--- src/rtl/spi_pkg.sv ---
// rtl/spi_pkg.sv - shared state encoding and defaults for the SPI slave sequencer
package spi_pkg;

  localparam int DEF_ADDR_BITS = 7;
  localparam int DEF_DATA_BITS = 8;
  localparam logic RW_READ = 1'b1;

  typedef enum logic [2:0] {
    IDLE,
    GET_HDR,
    DECODE,
    RD_LOAD,
    RD_SHIFT,
    WR_SHIFT,
    WR_COMMIT,
    DONE
  } spi_state_t;

  function automatic int max2(input int a, input int b);
    return (a > b) ? a : b;
  endfunction

endpackage

--- src/rtl/spi_bit_counter.sv ---
// rtl/spi_bit_counter.sv - saturating SCLK sample-edge counter with synchronous clear
module spi_bit_counter #(
  parameter int WIDTH = 4
) (
  input  logic             clk,
  input  logic             reset,
  input  logic             clear,
  input  logic             inc,
  output logic [WIDTH-1:0] count
);

  localparam logic [WIDTH-1:0] ONE = WIDTH'(1);

  always_ff @(posedge clk or posedge reset) begin
    if (reset) begin
      count <= '0;
    end else if (clear) begin
      count <= '0;
    end else if (inc && (count != '1)) begin
      count <= count + ONE;
    end
  end

endmodule

--- src/rtl/spi_slave_fsm.sv ---
// rtl/spi_slave_fsm.sv - SPI slave transaction sequencer (header, decode, read/write data phase)
// Optional SPI_FSM_ABORT_FLAG_EN adds the sticky abort_err output.
module spi_slave_fsm
  import spi_pkg::*;
#(
  parameter int ADDR_BITS = DEF_ADDR_BITS,
  parameter int DATA_BITS = DEF_DATA_BITS
) (
  input  logic clk,
  input  logic reset,
  input  logic cs_n,
  input  logic sclk_posedge,
  input  logic sclk_negedge,
  input  logic rw_bit,
  output logic sr_load,
  output logic addr_we,
  output logic dm_we,
  output logic miso_oe,
  output logic busy
`ifdef SPI_FSM_ABORT_FLAG_EN
  ,
  output logic abort_err
`endif
);

  localparam int HDR_BITS = ADDR_BITS + 1;
  localparam int CW = $clog2(max2(HDR_BITS, DATA_BITS) + 1);
  localparam logic [CW-1:0] HDR_LAST  = CW'(HDR_BITS - 1);
  localparam logic [CW-1:0] DATA_LAST = CW'(DATA_BITS - 1);

  spi_state_t    state, state_nx;
  logic [CW-1:0] cnt;
  logic          cnt_inc;
  logic          cnt_clr;
  logic          cs_q;
  logic          cs_fall;

  // cs_q resets low so a chip select already asserted at reset release does not start a frame
  assign cs_fall = cs_q & ~cs_n;
  assign cnt_clr = (state_nx != state);

  spi_bit_counter #(.WIDTH(CW)) u_cnt (
    .clk   (clk),
    .reset (reset),
    .clear (cnt_clr),
    .inc   (cnt_inc),
    .count (cnt)
  );

  always_ff @(posedge clk or posedge reset) begin
    if (reset) begin
      state <= IDLE;
      cs_q  <= 1'b0;
    end else begin
      state <= state_nx;
      cs_q  <= cs_n;
    end
  end

  always_comb begin
    state_nx = state;
    cnt_inc  = 1'b0;
    case (state)
      IDLE:      if (cs_fall) state_nx = GET_HDR;
      GET_HDR: begin
        cnt_inc = sclk_posedge;
        if (sclk_posedge && (cnt == HDR_LAST)) state_nx = DECODE;
      end
      DECODE:    state_nx = (rw_bit == RW_READ) ? RD_LOAD : WR_SHIFT;
      RD_LOAD:   state_nx = RD_SHIFT;
      RD_SHIFT: begin
        cnt_inc = sclk_posedge;
        if (sclk_posedge && (cnt == DATA_LAST)) state_nx = DONE;
      end
      WR_SHIFT: begin
        cnt_inc = sclk_posedge;
        if (sclk_posedge && (cnt == DATA_LAST)) state_nx = WR_COMMIT;
      end
      WR_COMMIT: state_nx = DONE;
      DONE:      state_nx = DONE;
      default:   state_nx = IDLE;
    endcase
    // Deselect overrides any edge arriving in the same cycle
    if ((state != IDLE) && cs_n) begin
      state_nx = IDLE;
      cnt_inc  = 1'b0;
    end
  end

  // Outputs are decoded from the next state and registered, so they line up with the state
  always_ff @(posedge clk or posedge reset) begin
    if (reset) begin
      addr_we <= 1'b0;
      sr_load <= 1'b0;
      dm_we   <= 1'b0;
      miso_oe <= 1'b0;
      busy    <= 1'b0;
    end else begin
      addr_we <= (state_nx == DECODE);
      sr_load <= (state_nx == RD_LOAD);
      dm_we   <= (state_nx == WR_COMMIT);
      miso_oe <= (state_nx == RD_SHIFT);
      busy    <= (state_nx != IDLE);
    end
  end

`ifdef SPI_FSM_ABORT_FLAG_EN
  logic abort_set;
  assign abort_set = cs_n && (state != IDLE) && (state != DONE);

  always_ff @(posedge clk or posedge reset) begin
    if (reset) begin
      abort_err <= 1'b0;
    end else if (abort_set) begin
      abort_err <= 1'b1;
    end else if (cs_fall) begin
      abort_err <= 1'b0;
    end
  end
`endif

endmodule

--- config.mk ---
export PLATFORM = sky130hd
export DESIGN_NAME = spi_slave_fsm
export DESIGN_NICKNAME = d
export VERILOG_FILES = /design/src/rtl/spi_pkg.sv /design/src/rtl/spi_bit_counter.sv /design/src/rtl/spi_slave_fsm.sv
export SDC_FILE = /design/constraint.sdc
export NUM_CORES = 1
export LEC_CHECK = 0
export ABC_AREA = 1
export CORE_UTILIZATION = 45
export DETAILED_ROUTE_END_ITERATION = 10
export DONT_BUFFER_PORTS = 1
export HOLD_SLACK_MARGIN = 0.08
export PLACE_DENSITY = 0.68
export REMOVE_ABC_BUFFERS = 1
export SLEW_MARGIN = 20
export SYNTH_ARGS = -nofsm -noshare
export SYNTH_HDL_FRONTEND = slang
export SYNTH_SLANG_ARGS = --single-unit
export TNS_END_PERCENT = 30
--- constraint.sdc ---
create_clock -name clk -period 1.8 [get_ports clk]
set_input_delay 0.36 -clock clk [delete_from_list [all_inputs] [get_ports clk]]
set_output_delay 0.36 -clock clk [all_outputs]
set_load 0.005 [all_outputs]
## After elaboration in Yosys (flattened, before gate mapping)

Cells that the tools add are included.

- Bits in registers: 13
- Bits in latches: 0
- RAM bits: 0
- ROM bits: 0
- Output and inout bits: 5
- Logic and storage cells: 45
- Memories: 0

- Add/subtract/negate cells: 1
- Multiply operators: 0
- Div/mod/pow operators: 0
- Order comparisons: 0
- Equal/unequal tests: 14
- Shift operators: 0
- Multiplexer cells: 11
- Bitwise logic cells: 2
- Reductions and logical operators: 9

Operators with widths:

| cell | number |
|---|---|
| 3-bit one-hot mux with 7 select lines | 1 |
| 3-bit == test (second input constant) | 6 |
| 3-bit 2-to-1 mux | 6 |
| 3-bit by 2-bit == test with 1-bit output (second input constant) | 4 |
| 4-bit 2-to-1 mux | 2 |
| 3-bit nonzero test | 2 |
| 4-bit by 1-bit adder with 4-bit output (second input constant) | 1 |
| 4-bit by 3-bit == test with 1-bit output (second input constant) | 1 |
| 4-bit != test (second input constant) | 1 |
| 3-bit by 1-bit == test with 1-bit output (second input constant) | 1 |
| 1-bit logical AND | 3 |
| 3-bit zero test | 1 |
| 3-bit != test | 1 |
| 3-bit OR reduction | 1 |
| 1-bit 2-to-1 mux | 2 |
| 2-bit nonzero test | 1 |
| 2-bit OR reduction | 1 |
| 1-bit AND | 1 |
| 1-bit NOT | 1 |

## Depth between registers and ports, before layout

Gate-level depths: netlist of the first run.

- Depth after elaboration: 7
- Depth in mapped cells: 11

## Hierarchy

From an unflattened synthesis of the first run, not the netlist that was laid out.

- Cells, all modules: 93
- Area, all modules: 725.7 sq um

Modules (own cells, without submodules):

| module | instances | cells each | area an instance (sq um) |
|---|---|---|---|
| spi_slave_fsm | 1 | 63 | 501.7 |
| spi_bit_counter | 1 | 30 | 224.0 |

## Least setup slack after synthesis of the first run

No wires, ideal clock.

- Kind: reg-to-reg
- From: reg u_cnt.count[0]
- To: reg miso_oe
- Arrival time: 1218 ps
- Required time: 1670 ps
- Setup slack: 452 ps
- Stages on the path, launching flop included: 12
- Clock period less this slack: 1348 ps
- Path through: dfrtp_1 -> ha_1 -> nand2_1 -> inv_1 -> nand2_1 -> nand2_1 -> nand2_1 -> nand2_1 -> nand2_1 -> nand2_1 -> inv_2 -> nor3_2

- Cells in the longest elaborated chain, start to end: 6
- Elaborated cells on any way between the ends: 8
- Those cells by class: eq/ne: 2; mux: 5; reduce/logical: 1

RTL lines:

| what | RTL line | text |
|---|---|---|
| from (decl) | spi_bit_counter.sv:9 | `output logic [WIDTH-1:0] count` |
| from (signal assigned) | spi_bit_counter.sv:20 | `count <= count + ONE;` |
| 4-bit by 3-bit == test with 1-bit output * | spi_slave_fsm.sv:67, spi_slave_fsm.sv:73, spi_slave_fsm.sv:77 |  |
| 1-bit logical AND * | spi_slave_fsm.sv:67, spi_slave_fsm.sv:73, spi_slave_fsm.sv:77 |  |
| 3-bit 2-to-1 mux, on equally long branches | spi_slave_fsm.sv:77, spi_slave_fsm.sv:67, spi_slave_fsm.sv:73 |  |
| 3-bit one-hot mux with 7 select lines * | spi_slave_fsm.sv:63 | `case (state)` |
| 3-bit 2-to-1 mux * | spi_slave_fsm.sv:84 | `if ((state != IDLE) && cs_n) begin` |
| net state_nx[0] | spi_slave_fsm.sv:31 | `spi_state_t state, state_nx;` |
| 3-bit == test * | spi_slave_fsm.sv:102 | `miso_oe <= (state_nx == RD_SHIFT);` |
| to (signal assigned) | spi_slave_fsm.sv:102 |  |
| to (decl) | spi_slave_fsm.sv:18 | `output logic miso_oe,` |

Mark *: on every way through the listed nets, which the timed path passes. The rest lies on a longest branch.
A chain may end at the register's enable or synchronous reset.

## Worst setup path in the final report of the first run

- From: reg u_cnt.count[0]
- To: reg dm_we

- Cells in the longest elaborated chain, start to end: 6
- Elaborated cells on any way between the ends: 8
- Those cells by class: eq/ne: 2; mux: 5; reduce/logical: 1

RTL lines:

| what | RTL line | text |
|---|---|---|
| 4-bit by 3-bit == test with 1-bit output * | spi_slave_fsm.sv:67, spi_slave_fsm.sv:73, spi_slave_fsm.sv:77 |  |
| 1-bit logical AND * | spi_slave_fsm.sv:67, spi_slave_fsm.sv:73, spi_slave_fsm.sv:77 |  |
| 3-bit 2-to-1 mux, on equally long branches | spi_slave_fsm.sv:77, spi_slave_fsm.sv:67, spi_slave_fsm.sv:73 |  |
| 3-bit one-hot mux with 7 select lines * | spi_slave_fsm.sv:63 |  |
| 3-bit 2-to-1 mux * | spi_slave_fsm.sv:84 |  |
| net state_nx[0] | spi_slave_fsm.sv:31 |  |
| 3-bit == test * | spi_slave_fsm.sv:101 | `dm_we <= (state_nx == WR_COMMIT);` |
| to (signal assigned) | spi_slave_fsm.sv:101 |  |
| to (decl) | spi_slave_fsm.sv:17 | `output logic dm_we,` |

Marks and branches as above.

==> results by group, run 1 <==
Detailed routing
  • Drt pass-1 iters: 4
  • Number of design rule violations left after detail routing: 0
  • Post-route ant nets: 0
  • First-iteration detailed-routing DRC count: 6
  • Average wire per cell in the routed design: ~11 um
  • Overall routed net length: 1160 um
  • Number of vias per cell after detailed routing: roughly 4.9
  • Routed via count: 531

STA
  • Setup-failing EPs final: 0
  • Transition at the pin with the smallest max-transition slack: approximately 0.46 ns
  • Final hold slack: roughly 0.12 ns
  • Time the worst path needs with I/O delays and setup: approximately 1.5 ns
  • Maximum clock frequency: roughly 660 MHz
  • Worst Slack Setup Final: between 0.2 and 0.3 ns
  • Final worst path period share: approximately 85%
  • RSZ-0062 raised after global routing: no
  • Remaining max-slew budget at the tightest pin: approximately 70%
  • Fin Setup TNS: 0 ns
  • Hold violation count in the final report: 0
  • Worst clock skew: between 0.0006 and 0.0007 ns
  • Count of pins over their slew limit: 0

Clocking
  • Later-pin clock latency in the skew report: about 0.26 ns
  • Cell chosen for the clock root: sky130_fd_sc_hd__clkbuf_4
  • Clock sink total: 13
  • Clock tree from TritonCTS: built
  • CTS resizes: 0
  • Count of H-tree levels built during CTS: 1
  • CTS clk-pin slew, worst paths: 0.07 ns
  • Maximum count of clock buffers along a single path: 2
  • Number of buffers created by CTS: 3

Synthesis
  • Syn avg cell area: approximately 8.3 um2
  • Async set or reset register ratio after synthesis: 100%
  • Area contributors post-synth: sky130_fd_sc_hd__dfrtp_1 (44%), sky130_fd_sc_hd__nand2_1 (12%), sky130_fd_sc_hd__nand3_1 (5.5%)
  • EDFF count, synth: 0
  • Gate count of the mapped netlist: just under 90
  • Count of unique library cells instantiated by Yosys: 20
  • Leading area contributor after synthesis: sky130_fd_sc_hd__dfrtp_1
  • Sequential fraction of the synthesis area: ~44%
  • Share of the synthesized area in the top cell type: around 44%
  • Most used flip-flop cell after synthesis: sky130_fd_sc_hd__dfrtp_1
  • Synthesized cell area: 734 um2
  • Synthesis-stage register bit count: 13
  • Number of synthesis warnings: 0

Status
  • Status: complete, no violations

Pwr
  • Int Power: between 0.5 and 0.6 mW
  • Fraction of power spent switching nets: 36.6%
  • Overall power consumption: ~0.80 mW
  • Peak supply drop: about 0.67 mV
  • Share of total power in the clock network: a little over a fifth
  • Leakage power of the design: ~0.43 nW
  • Pwr dens: ~1000 nW/um2
  • Switching component of the power: just under 0.3 mW
  • Comb pwr share: 33.8%
  • Portion of total power attributed to sequential cells: roughly 45%

Placed design
  • Final HPWL from detailed placement: between 900 and 1000 um
  • Input/output buffers: 0
  • Final weighted congestion in routability-driven placement: about 0.87
  • Pre-CTS setup slack: about 0.28 ns
  • Dpl cells: roughly 100

Setup path
  • Worst path cell trace: ha_1 > nand2_1 > inv_1 > nand2_1 > nand2_1 > nand2_1 > nand2_1 > nand2_1 > nand2_1 > inv_2 > nor3_2
  • Most common cell type on the critical path: sky130_fd_sc_hd__nand2_1
  • CP Capture Type: flop
  • Worst reg-to-reg setup slack: roughly 0.28 ns
  • Master of the slowest instance on the critical path: sky130_fd_sc_hd__dfrtp_1
  • Worst r2r src: u_cnt.count[0]$_DFFE_PP0P_
  • Endpoint of the worst register-to-register path: dm_we$_DFF_PP0_
  • Startpoint-to-endpoint class of the critical path: flop to flop
  • Worst r2r path cells: 11
  • Critical-path maximum fanout: 4
  • Data required time of the worst path: between 1.5 and 2 ns
  • Highest cell delay on the worst timing path: just over 0.4 ns
  • Worst endpoint data arrival time: 1.67 ns
  • Kind of start point of the critical path: flop

Min path
  • Hold worst-path end: cs_q$_DFF_PP0_
  • Classification of the worst-slack hold path: input port to flop
  • Hold Crit Depth: 0
  • Beginning of the worst hold path: cs_n

Floorplan
  • Starting density of the core: a little under 50%
  • Die Outline Area: roughly 1800 um2
  • Placeable core region: around 1500 um2
  • Die H: 42.4 um
  • Die X: about 42 um
  • Standard-cell row count: 14
  • Top-level I/O count: 11

Global routing
  • Vias in the first global route: approximately 530
  • GR Overflow Total: 0
  • Wire length of the first global-routing pass: roughly 2000 um
  • Largest net degree at the start of global routing: 14
  • GRT Resource Usage Total: 14.4%
  • Initial antenna violation count: 0

Final layout
  • Layout Nets: just over 100
  • Number of diodes added for antenna fixing: 0
  • Most common cell after layout, fill and taps aside: sky130_fd_sc_hd__nand2_1
  • Commonest cells after routing, fill and taps aside: sky130_fd_sc_hd__nand2_1 (23), sky130_fd_sc_hd__dfrtp_1 (13), sky130_fd_sc_hd__inv_1 (10)
  • Area grow syn2layout: 6.13%
  • Non-filler instance count after layout: ~110
  • Fraction of layout instances using a drive strength above 1: around 25%

Job
  • Count of max-cap constraint violations: 0
area by class of cell:
| type | instances | area (um2) |
|---|---|---|
| inverters | 16 | 60.1 |
| fillers | 142 | 744 |
| well taps | 16 | 20.0 |
| clock buffers | 4 | 26.3 |
| repair buffers | 1 | 10.0 |
| multi-input cells | 59 | 338 |
| flip-flops and latches | 13 | 325 |
per-layer routing:
metal / vias up / global-route usage, % / routed length (um)
met5: - / 0 / 0
met4: 0 / 5.63 / 0
met3: 0 / 1.72 / 29
met2: 8 / 25.8 / 591
met1: 242 / 17.3 / 539
li1: 281 / - / -
metrics by stage:
step / util [%] / area (um2)
final: 51.1 / 779
after global routing: 51.1 / 779
after CTS: 51.1 / 779
after detailed placement: 48.8 / 743
after global placement: 48.8 / 743
after floorplan: - / 723
worst max path at each step:
stage                              endpoint  slack, ns                       start  depth (start not counted)
after global placement      dm_we$_DFF_PP0_       0.34  u_cnt.count[0]$_DFFE_PP0P_                         11
final                       dm_we$_DFF_PP0_       0.28  u_cnt.count[0]$_DFFE_PP0P_                         11
after floorplan           miso_oe$_DFF_PP0_       0.45  u_cnt.count[0]$_DFFE_PP0P_                         11
after CTS                 miso_oe$_DFF_PP0_       0.27  u_cnt.count[0]$_DFFE_PP0P_                         11
after global routing      miso_oe$_DFF_PP0_       0.19  u_cnt.count[0]$_DFFE_PP0P_                         11
after detailed placement  miso_oe$_DFF_PP0_       0.28  u_cnt.count[0]$_DFFE_PP0P_                         11
synthesized netlist by cell type, types with 2 or more instances:
cell,count
sky130_fd_sc_hd__nand2_1,23
sky130_fd_sc_hd__dfrtp_1,13
sky130_fd_sc_hd__inv_1,10
sky130_fd_sc_hd__nor2_1,9
sky130_fd_sc_hd__nand3_1,8
sky130_fd_sc_hd__inv_2,6
sky130_fd_sc_hd__nand2_2,2
sky130_fd_sc_hd__nand2_4,2
sky130_fd_sc_hd__nand3_2,2
sky130_fd_sc_hd__nand4_1,2
sky130_fd_sc_hd__nor3_2,2
sky130_fd_sc_hd__o21ai_2,2
registers in the layout (all words and copies together), names as in the netlist:
register,flops
cs_q,1
state,3
sr_load,1
u_cnt.count,4
miso_oe,1
busy,1
addr_we,1
dm_we,1
worst max-delay path, delay by kind of cell, from the launching register on:
kind,cells,cell delay [ns]
adder cells (fa/ha/maj),1,0.22
buffers and inverters,2,0.18
flip-flops,1,0.41
AND/OR/NAND/NOR,8,0.60
power by group through the flow:
stage	clock [mW]	combinational [mW]	sequential, mW
floorplan	0	0.231	0.363
global route	0.193	0.303	0.367
finish	0.169	0.272	0.362
global placement	0	0.263	0.368
CTS	0.177	0.274	0.363
detailed placement	0	0.272	0.369
logic make-up (layout without fill, tap and decap cells):
| kind of cell | Yosys count | after routing | synth area share [%] |
|---|---|---|---|
| AO/OA/AOI/OAI | 4 | 4 | 4.77 |
| XOR/XNOR | 1 | 1 | 1.19 |
| adder cells (fa/ha/maj) | 1 | 1 | 1.70 |
| buffers and inverters | 17 | 21 | 9.71 |
| flip-flops | 13 | 13 | 44.3 |
| AND/OR/NAND/NOR | 53 | 53 | 38.3 |
timing repair:
action | CTS | global route
endpoints found under the hold margin | 13 | 0
setup buffers | 0 | 0
hold buffers | 1 | 0
No activity file was read; power rests on OpenSTA's default activity.
==> run 2: changes to the inputs <==
--- a/config.mk
+++ b/config.mk
@@ -10,7 +10,7 @@
 export DETAILED_ROUTE_END_ITERATION = 10
 export DONT_BUFFER_PORTS = 1
 export HOLD_SLACK_MARGIN = 0.08
-export PLACE_DENSITY = 0.68
+export PLACE_DENSITY = 0.7
 export REMOVE_ABC_BUFFERS = 1
 export SLEW_MARGIN = 20
 export SYNTH_ARGS = -nofsm -noshare
==> constraint.sdc (replaced) <==
create_clock -name clk -period 1.3 [get_ports clk]
set_input_delay 0.26 -clock clk [delete_from_list [all_inputs] [get_ports clk]]
set_output_delay 0.26 -clock clk [all_outputs]
set_load 0.005 [all_outputs]
==> run 2 against run 1 <==
Net effect:
- the flow now finishes with violations (setup timing)
- register-to-register slack worse by 0.39 ns
- sequential cell count stayed put
- sequential power is 38% higher
- global-route usage is 0.60 points higher
- count of clock-buffer cells in the layout stayed put
- wire length is 11% higher
- clock power is 38% higher
- die area stayed put
- via count is 8.9% higher
- fmax is 7.6% higher
- sequential share of layout area is 5.1 points lower
- critical endpoint is now u_cnt.count[1]$_DFFE_PP0P_
==> results by group, run 2 (same netlist as run 1, synthesis figures left out) <==
Final layout
  • Top Registers: u_cnt.count: 4 flops, state: 3 flops
  • Fill cell instance count of the final layout: between 100 and 150
  • Post-Layout Inst Area: 887 um2
  • Number of flip-flops under the largest register name: 4
  • Area grow syn2layout: 20.8%
  • Layout Nets: 108
  • Largest register by flop count: u_cnt.count
  • Fraction of layout instances using a drive strength above 1: 43.0%
  • Most common cell after layout, fill and taps aside: sky130_fd_sc_hd__nand2_1
  • Non-filler instance count after layout: around 120
  • Number of diodes added for antenna fixing: 0
  • Commonest cells after routing, fill and taps aside: sky130_fd_sc_hd__nand2_1 (16), sky130_fd_sc_hd__dfrtp_1 (13), sky130_fd_sc_hd__inv_1 (9)

Pwr
  • Peak supply drop: between 1 and 1.5 mV
  • Leakage power of the design: around 0.47 nW
  • Pwr dens: 1440 nW/um2

STA
  • Transition at the pin with the smallest max-transition slack: approximately 0.46 ns
  • Worst Slack Setup Final: -0.115 ns
  • Worst clock skew: between 0.0015 and 0.002 ns
  • Time the worst path needs with I/O delays and setup: around 1.4 ns
  • Count of pins over their slew limit: 0
  • Remaining max-slew budget at the tightest pin: about 70%
  • Hold violation count in the final report: 0
  • Setup-failing EPs final: 10
  • RSZ-0062 raised after global routing: yes
  • Final worst path period share: 109%
  • Final hold slack: between 0.2 and 0.25 ns
  • Maximum clock frequency: 707 MHz

Global routing
  • Wire length of the first global-routing pass: 2040 um
  • Largest net degree at the start of global routing: 14
  • Initial antenna violation count: 0
  • GRT Resource Usage Total: 15.0%
  • Global-route met3 utilization: under 10%
  • GRT met2 Usage: approximately a quarter
  • Met1 demand-to-capacity share in global routing: 20.3%
  • Most used routing layer in global routing: met2
  • Vias in the first global route: 494
  • GR Overflow Total: 0

Status
  • Violations in the final reports: setup timing
  • Status: finished with violations

Floorplan
  • Placeable core region: ~1500 um2
  • Starting density of the core: 48.2%
  • Standard-cell row count: 14
  • Die X: between 40 and 50 um
  • Die H: roughly 42 um
  • Die Outline Area: about 1800 um2
  • Top-level I/O count: 11

Placed design
  • Final weighted congestion in routability-driven placement: about 0.93
  • Final HPWL from detailed placement: ~950 um
  • Dpl cells: about 110
  • Pre-CTS setup slack: -0.164 ns
  • Post-place instance area: between 700 and 800 um2
  • Input/output buffers: 0

Setup path
  • Data required time of the worst path: 1.47 ns
  • CP Capture Type: flop
  • Worst reg-to-reg setup slack: -0.11 ns
  • Worst endpoint data arrival time: ~1.6 ns
  • Kind of start point of the critical path: flop
  • Critical-path maximum fanout: 4
  • Startpoint-to-endpoint class of the critical path: flop to flop

Clocking
  • Clock tree from TritonCTS: built
  • Maximum count of clock buffers along a single path: 2
  • Count of H-tree levels built during CTS: 1
  • Clock sink total: 13
  • Later-pin clock latency in the skew report: between 0.2 and 0.3 ns
  • Cell chosen for the clock root: sky130_fd_sc_hd__clkbuf_4
  • CTS clk-pin slew, worst paths: around 0.070 ns
  • Number of buffers created by CTS: 3

Detailed routing
  • Overall routed net length: roughly 1300 um
  • Number of design rule violations left after detail routing: 0
  • Drt pass-1 iters: 4
  • Post-route ant nets: 0
  • Average wire per cell in the routed design: ~11 um
  • First-iteration detailed-routing DRC count: 8
  • Routed via count: between 500 and 600
  • Number of vias per cell after detailed routing: between 4 and 5

Job
  • Count of max-cap constraint violations: 0

Min path
  • Classification of the worst-slack hold path: input port to flop
[run 2: changes by cell type in the layout (fill, tap and decap cells not counted), moves of 2 or more]
cell                      delta
sky130_fd_sc_hd__nand2_1     -7
sky130_fd_sc_hd__buf_4       +6
sky130_fd_sc_hd__nand2_2     +6
sky130_fd_sc_hd__nor2_1      -3
sky130_fd_sc_hd__nor2_2      +3
sky130_fd_sc_hd__nand3_1     -2
[run 2: final cells by class]
cell class              instances  area, um2  share of cell area (%)
inverters                      16       62.6                    7.05
repair buffers                  8       65.1                    7.33
well taps                      16       20.0                    2.26
multi-input cells              59        388                    43.7
clock buffers                   4       26.3                    2.96
flip-flops and latches         13        325                    36.7
[run 2: what timing repair did]
item                                   in CTS  in global routing
endpoints found under the hold margin      14                  0
setup endpoints to repair                  10                 11
hold buffers                                2                  0
setup buffers                               0                  2
pin swaps                                   2                  7
resized for setup                           4                 13
[run 2: final timing paths]
check                      cells past startpoint                        from                    endpoint
max in group asynchronous                      2                       reset          state[2]$_DFF_PP0_
setup / recovery                              11  u_cnt.count[1]$_DFFE_PP0P_  u_cnt.count[1]$_DFFE_PP0P_
setup reg to reg                              11  u_cnt.count[1]$_DFFE_PP0P_  u_cnt.count[1]$_DFFE_PP0P_
min in group asynchronous                      2                       reset             dm_we$_DFF_PP0_
hold reg to reg                                3  u_cnt.count[3]$_DFFE_PP0P_  u_cnt.count[3]$_DFFE_PP0P_
hold / removal                                 3                        cs_n           sr_load$_DFF_PP0_
[run 2: through the flow]
step,setup TNS [ns],util (%),power [mW]
6_report,-0.748,58.2,1.28
2_1_floorplan,-0.251,-,0.823
3_5_place_dp,-1.18,50.7,0.919
3_3_place_gp,-0.812,50.7,0.902
5_1_grt,-2.05,58.2,1.37
4_1_cts,-0.666,54.3,1.17
[run 2: report_power, final]
part / internal (mW) / switching (mW) / total [mW] / leakage, nW
Sequential: 0.455 / 0.0423 / 0.498 / 0.175
Clock: 0.119 / 0.114 / 0.233 / 0.0150
Combinational: 0.210 / 0.339 / 0.548 / 0.278
Total: 0.784 / 0.495 / 1.28 / 0.468
[run 2: routing by layer]
layer  part of all wire [%]  vias up
li1                       -      300
met1                     42      264
met4                    1.5        0
met3                    4.6        2
met5                      0        -
met2                     52       12
[run 2: worst max-delay path: stages, from the launching register on]
cell and delay [ns]:
sky130_fd_sc_hd__dfrtp_1 0.39, sky130_fd_sc_hd__ha_2 0.20, sky130_fd_sc_hd__nand2_2 0.07, sky130_fd_sc_hd__inv_2 0.05, sky130_fd_sc_hd__nand2_2 0.06, sky130_fd_sc_hd__nand2_2 0.07
sky130_fd_sc_hd__nand2_2 0.08, sky130_fd_sc_hd__nand2_2 0.06, sky130_fd_sc_hd__nand2_2 0.09, sky130_fd_sc_hd__nand3_2 0.09, sky130_fd_sc_hd__nand3_4 0.11, sky130_fd_sc_hd__nor2_1 0.04
==> run 3: changes to the inputs <==
--- a/config.mk
+++ b/config.mk
@@ -7,9 +7,9 @@
 export LEC_CHECK = 0
 export ABC_AREA = 1
 export CORE_UTILIZATION = 45
+export CTS_CLUSTER_SIZE = 10
 export DETAILED_ROUTE_END_ITERATION = 10
 export DONT_BUFFER_PORTS = 1
-export HOLD_SLACK_MARGIN = 0.08
 export PLACE_DENSITY = 0.7
 export REMOVE_ABC_BUFFERS = 1
 export SLEW_MARGIN = 20
==> run 3 against run 2 <==
Net effect:
- the run still ends with setup timing left
- power shrank 0.22%
- clock skew hardly changed
- fmax barely moved
- first-iteration DRC count stayed put
==> results by group, run 3 (same netlist as run 1, synthesis figures left out) <==
STA
  • Remaining max-slew budget at the tightest pin: roughly 70%
  • Setup-failing EPs final: 10
  • Time the worst path needs with I/O delays and setup: 1.42 ns
  • Worst Slack Setup Final: -0.115 ns
  • Transition at the pin with the smallest max-transition slack: 0.455 ns
  • Maximum clock frequency: just over 700 MHz
  • Hold violation count in the final report: 0
  • Worst clock skew: ~0.0016 ns
  • RSZ-0062 raised after global routing: yes
  • Count of pins over their slew limit: 0
  • Final worst path period share: 109%

Detailed routing
  • Drt pass-1 iters: 4
  • Number of design rule violations left after detail routing: 0
  • Post-route ant nets: 0
  • Overall routed net length: around 1300 um
  • Number of vias per cell after detailed routing: a little over 5
  • Routed via count: a little under 600
  • First-iteration detailed-routing DRC count: 8
  • Average wire per cell in the routed design: 11.2 um

Global routing
  • Initial antenna violation count: 0
  • GR Overflow Total: 0
  • Vias in the first global route: approximately 490
  • GRT Resource Usage Total: ~15%
  • Largest net degree at the start of global routing: 14
  • Wire length of the first global-routing pass: about 2000 um

Final layout
  • Most common cell after layout, fill and taps aside: sky130_fd_sc_hd__nand2_1
  • Top Registers: u_cnt.count: 4 flops, state: 3 flops
  • Fraction of layout instances using a drive strength above 1: 43.4%
  • Largest register by flop count: u_cnt.count
  • Number of diodes added for antenna fixing: 0
  • Commonest cells after routing, fill and taps aside: sky130_fd_sc_hd__nand2_1 (16), sky130_fd_sc_hd__dfrtp_1 (13), sky130_fd_sc_hd__inv_1 (9)
  • Number of flip-flops under the largest register name: 4
  • Layout Nets: about 110
  • Area grow syn2layout: 19.4%

Setup path
  • Worst reg-to-reg setup slack: -0.12 ns
  • Buffers & Inverters on Critical Path: 1
  • Highest cell delay on the worst timing path: approximately 0.4 ns
  • Worst r2r path cells: 11
  • Top delay family on crit path: simple AND/OR/NAND/NOR gates
  • Most common cell type on the critical path: sky130_fd_sc_hd__nand2_2
  • Data required time of the worst path: between 1 and 1.5 ns
  • Worst endpoint data arrival time: ~1.6 ns
  • Startpoint-to-endpoint class of the critical path: flop to flop
  • Worst path cell trace: ha_2 > nand2_2 > inv_2 > nand2_2 > nand2_2 > nand2_2 > nand2_2 > nand2_2 > nand3_2 > nand3_4 > nor2_1
  • Kind of start point of the critical path: flop
  • CP Capture Type: flop
  • Master of the slowest instance on the critical path: sky130_fd_sc_hd__dfrtp_1
  • Worst r2r src: u_cnt.count[1]$_DFFE_PP0P_
  • Endpoint of the worst register-to-register path: u_cnt.count[1]$_DFFE_PP0P_
  • Critical-path maximum fanout: 4

Clocking
  • Count of H-tree levels built during CTS: 1
  • Number of buffers created by CTS: 3
  • Clock sink total: 13
  • Clock tree from TritonCTS: built
  • Maximum count of clock buffers along a single path: 2
  • CTS clk-pin slew, worst paths: approximately 0.07 ns
  • Later-pin clock latency in the skew report: roughly 0.27 ns
  • Cell chosen for the clock root: sky130_fd_sc_hd__clkbuf_4

Pwr
  • Pwr dens: roughly 1500 nW/um2
  • Switching component of the power: a little under 0.5 mW
  • Leakage power of the design: 0.464 nW
  • Share of total power in the clock network: a little under a fifth
  • Peak supply drop: 1.11 mV
  • Overall power consumption: between 1 and 1.5 mW
  • Fraction of power spent switching nets: between 30% and 40%
  • Int Power: 0.782 mW
  • Comb pwr share: between 40 and 50%
  • Portion of total power attributed to sequential cells: roughly two fifths

Floorplan
  • Standard-cell row count: 14
  • Top-level I/O count: 11
  • Die X: between 40 and 50 um
  • Starting density of the core: 48.2%
  • Die H: roughly 42 um
  • Placeable core region: 1520 um2
  • Die Outline Area: ~1800 um2

Placed design
  • Input/output buffers: 0
  • Final weighted congestion in routability-driven placement: 0.931
  • Final HPWL from detailed placement: between 900 and 1000 um
  • Pre-CTS setup slack: -0.164 ns

Job
  • Count of max-cap constraint violations: 0

Min path
  • Hold worst-path end: cs_q$_DFF_PP0_
  • Hold Crit Depth: 0
  • Beginning of the worst hold path: cs_n
  • Classification of the worst-slack hold path: input port to flop

Status
  • Status: finished with violations
  • Violations in the final reports: setup timing
run 3: cell types whose count changed in the layout (fill, tap and decap cells not counted):
cell / previous run / this run
sky130_fd_sc_hd__dlygate4sd3_1: 2 / 1
run 3: stage by stage:
| step | util [%] | cell area [um2] | hold slack [ns] | instances | TNS (ns) |
|---|---|---|---|---|---|
| finish | 57.6 | 877 | 0.0173 | 115 | -0.755 |
| floorplan | - | 723 | 0.137 | 88 | -0.251 |
| detailed placement | 50.7 | 773 | 0.190 | 108 | -1.18 |
| CTS | 53.6 | 817 | 0.0108 | 113 | -0.666 |
| global placement | 50.7 | 773 | 0.186 | 108 | -0.812 |
| global route | 57.6 | 877 | 0.00722 | 115 | -2.05 |
run 3: repair_timing:
item	in CTS	in global routing
endpoints found under the hold margin	13	0
hold buffers	1	0
resized for setup	4	13
pin swaps	2	7
setup endpoints to repair	10	11
setup buffers	0	2
run 3: area by class of cell:
class,count,area [um2]
flip-flops and latches,13,325
multi-input cells,59,388
clock buffers,4,26.3
well taps,16,20.0
inverters,16,62.6
fillers,147,647
repair buffers,7,55.1
run 3: worst max path at each step:
| stage | from | to | depth (start not counted) |
|---|---|---|---|
| 2_1_floorplan | u_cnt.count[0]$_DFFE_PP0P_ | miso_oe$_DFF_PP0_ | 11 |
| 3_3_place_gp | u_cnt.count[0]$_DFFE_PP0P_ | dm_we$_DFF_PP0_ | 11 |
| 3_5_place_dp | u_cnt.count[0]$_DFFE_PP0P_ | miso_oe$_DFF_PP0_ | 11 |
| 4_1_cts | u_cnt.count[0]$_DFFE_PP0P_ | u_cnt.count[0]$_DFFE_PP0P_ | 11 |
| 5_1_grt | u_cnt.count[1]$_DFFE_PP0P_ | u_cnt.count[0]$_DFFE_PP0P_ | 11 |
| 6_report | u_cnt.count[1]$_DFFE_PP0P_ | u_cnt.count[1]$_DFFE_PP0P_ | 11 |
run 3: metal layers:
layer	vias to the layer above	wire, um	GRT usage (%)
li1	298	-	-
met1	267	538	20.3
met2	11	672	23.4
met3	2	54	6.90
met4	0	19	0.625
met5	-	0	0
run 3: power by group through the flow:
stage / clock network (mW) / registers [mW] / logic, mW
3_5_place_dp: 0 / 0.503 / 0.416
4_1_cts: 0.243 / 0.495 / 0.430
3_3_place_gp: 0 / 0.501 / 0.401
2_1_floorplan: 0 / 0.503 / 0.320
5_1_grt: 0.257 / 0.502 / 0.605
6_report: 0.233 / 0.498 / 0.546
==> RTL edit (flow settings as in run 2) <==
Add a define of `SPI_FSM_ABORT_FLAG_EN`.
--- a/src/rtl/spi_slave_fsm.sv
+++ b/src/rtl/spi_slave_fsm.sv
@@ -1,4 +1,6 @@
 // rtl/spi_slave_fsm.sv - SPI slave transaction sequencer (header, decode, read/write data phase)
 // Optional SPI_FSM_ABORT_FLAG_EN adds the sticky abort_err output.
+`define SPI_FSM_ABORT_FLAG_EN
+
 module spi_slave_fsm
   import spi_pkg::*;
Function (old outputs only; new: abort_err): kept (Yosys induction, for registers that start in step).
==> RTL edit against run 2 <==
- setup slack gained 0.036 ns
- synthesized cell count up 5.6%
- routed wire length up 10%
- final area grew 5.1%
- sequential cell count grew 1
- cell count is 10% higher
- worst hold slack improved by 0.0015 ns
- global-route usage increased by 2.8 points
- fmax rose by 2.6%
- synthesized area down 2.2%
- the run still ends with negative setup slack left
- sequential share of layout area grew 0.91 points
Power is not compared: it rests on default switching activity, and its combinational part moved more than twofold at a synthesized area within 25%.
==> RTL edit: results (changes against run 2) <==
* Number of DRC markers after the initial detailed-route iteration: 12 (+4)
* Largest clock skew in the final design: 0.000962 ns (-0.000593 ns)
* Sum Neg Setup Slack: -0.403 ns (+0.346 ns)
- In this run the critical register-to-register path is captured at u_cnt.count[2].
* Endpoint, Worst Hold: abort_err
* Transition time at the pin with the least slew margin: 0.528 ns (+0.0724 ns)
- Non-filler cells in the finished layout: 128 (+10%)
- Smallest hold slack: 0.231 ns (+0.00147 ns)
* Met3 track utilization from global routing: 3.04% (-3.9 points)
* Cell area after placement: 806 sq um (+4.2%)
- Proportion of layout cells with a drive suffix above 1: 33.9% (-9.1 points)
- Largest net degree at the start of global routing: 15 (+1)
- Filler cells: 137 (-8.1%)
* Commonest cells in the synthesized netlist: 28 x nand2_1, 14 x dfrtp_1, 13 x nor2_1, 9 x inv_1
* Multi-input combinational cell count: 65 (+10%)
- Adder-cell area share of the yosys netlist: 1.74% (+0.039 points)
- RePlAce Congestion: 0.889 (-4.4%)
- Area growth syn-to-layout: 29.8%
- The sequential share of the synthesized area was 48.8% (+4.5 points).
* Routed length per instance: 11.1 microns (about the same)
- Worst slack at placement: -0.120 ns (+0.0438 ns)
- The flow ran to the end, but the final reports show violations.
* Number of unique standard cell types used by synthesis: 19 (-5.0%)
- Final worst-path setup slack: -0.0784 ns (+0.0363 ns)
- Number of global-route vias before repair: 615 (+24%)
- Final setup violation count: 9 (-1)
- The final net count is 120 (+11%).
- The checks that failed: negative setup slack.
- The synthesized-area fraction occupied by ao, oa, aoi and oai cells was 6.97% (+2.2 points).
- The first-pass GRT wire length was 2390 microns (+17%).
## RTL edit: how the worst max path moves through the flow
stage                         startpoint             end  cells past startpoint
after global placement    u_cnt.count[0]  u_cnt.count[0]                     10
after detailed placement  u_cnt.count[0]  u_cnt.count[2]                      9
after CTS                 u_cnt.count[1]  u_cnt.count[2]                     10
after global routing      u_cnt.count[0]  u_cnt.count[2]                      9
final                     u_cnt.count[0]  u_cnt.count[2]                      9
after floorplan           u_cnt.count[0]  u_cnt.count[0]                     10
## RTL edit: repair_timing
action,4_1_cts,5_1_grt
hold buffers,2,0
buffers inserted,2,1
gates resized for setup,7,4
pin swaps,7,8
endpoints found under the setup margin,9,10
hold endpoints to repair,15,0
## RTL edit: layer usage
metal / part of all wire, % / vias to the layer above
met3: 5.1 / 2
met5: 0 / -
met4: 1.4 / 0
met1: 41 / 285
met2: 53 / 13
li1: - / 330
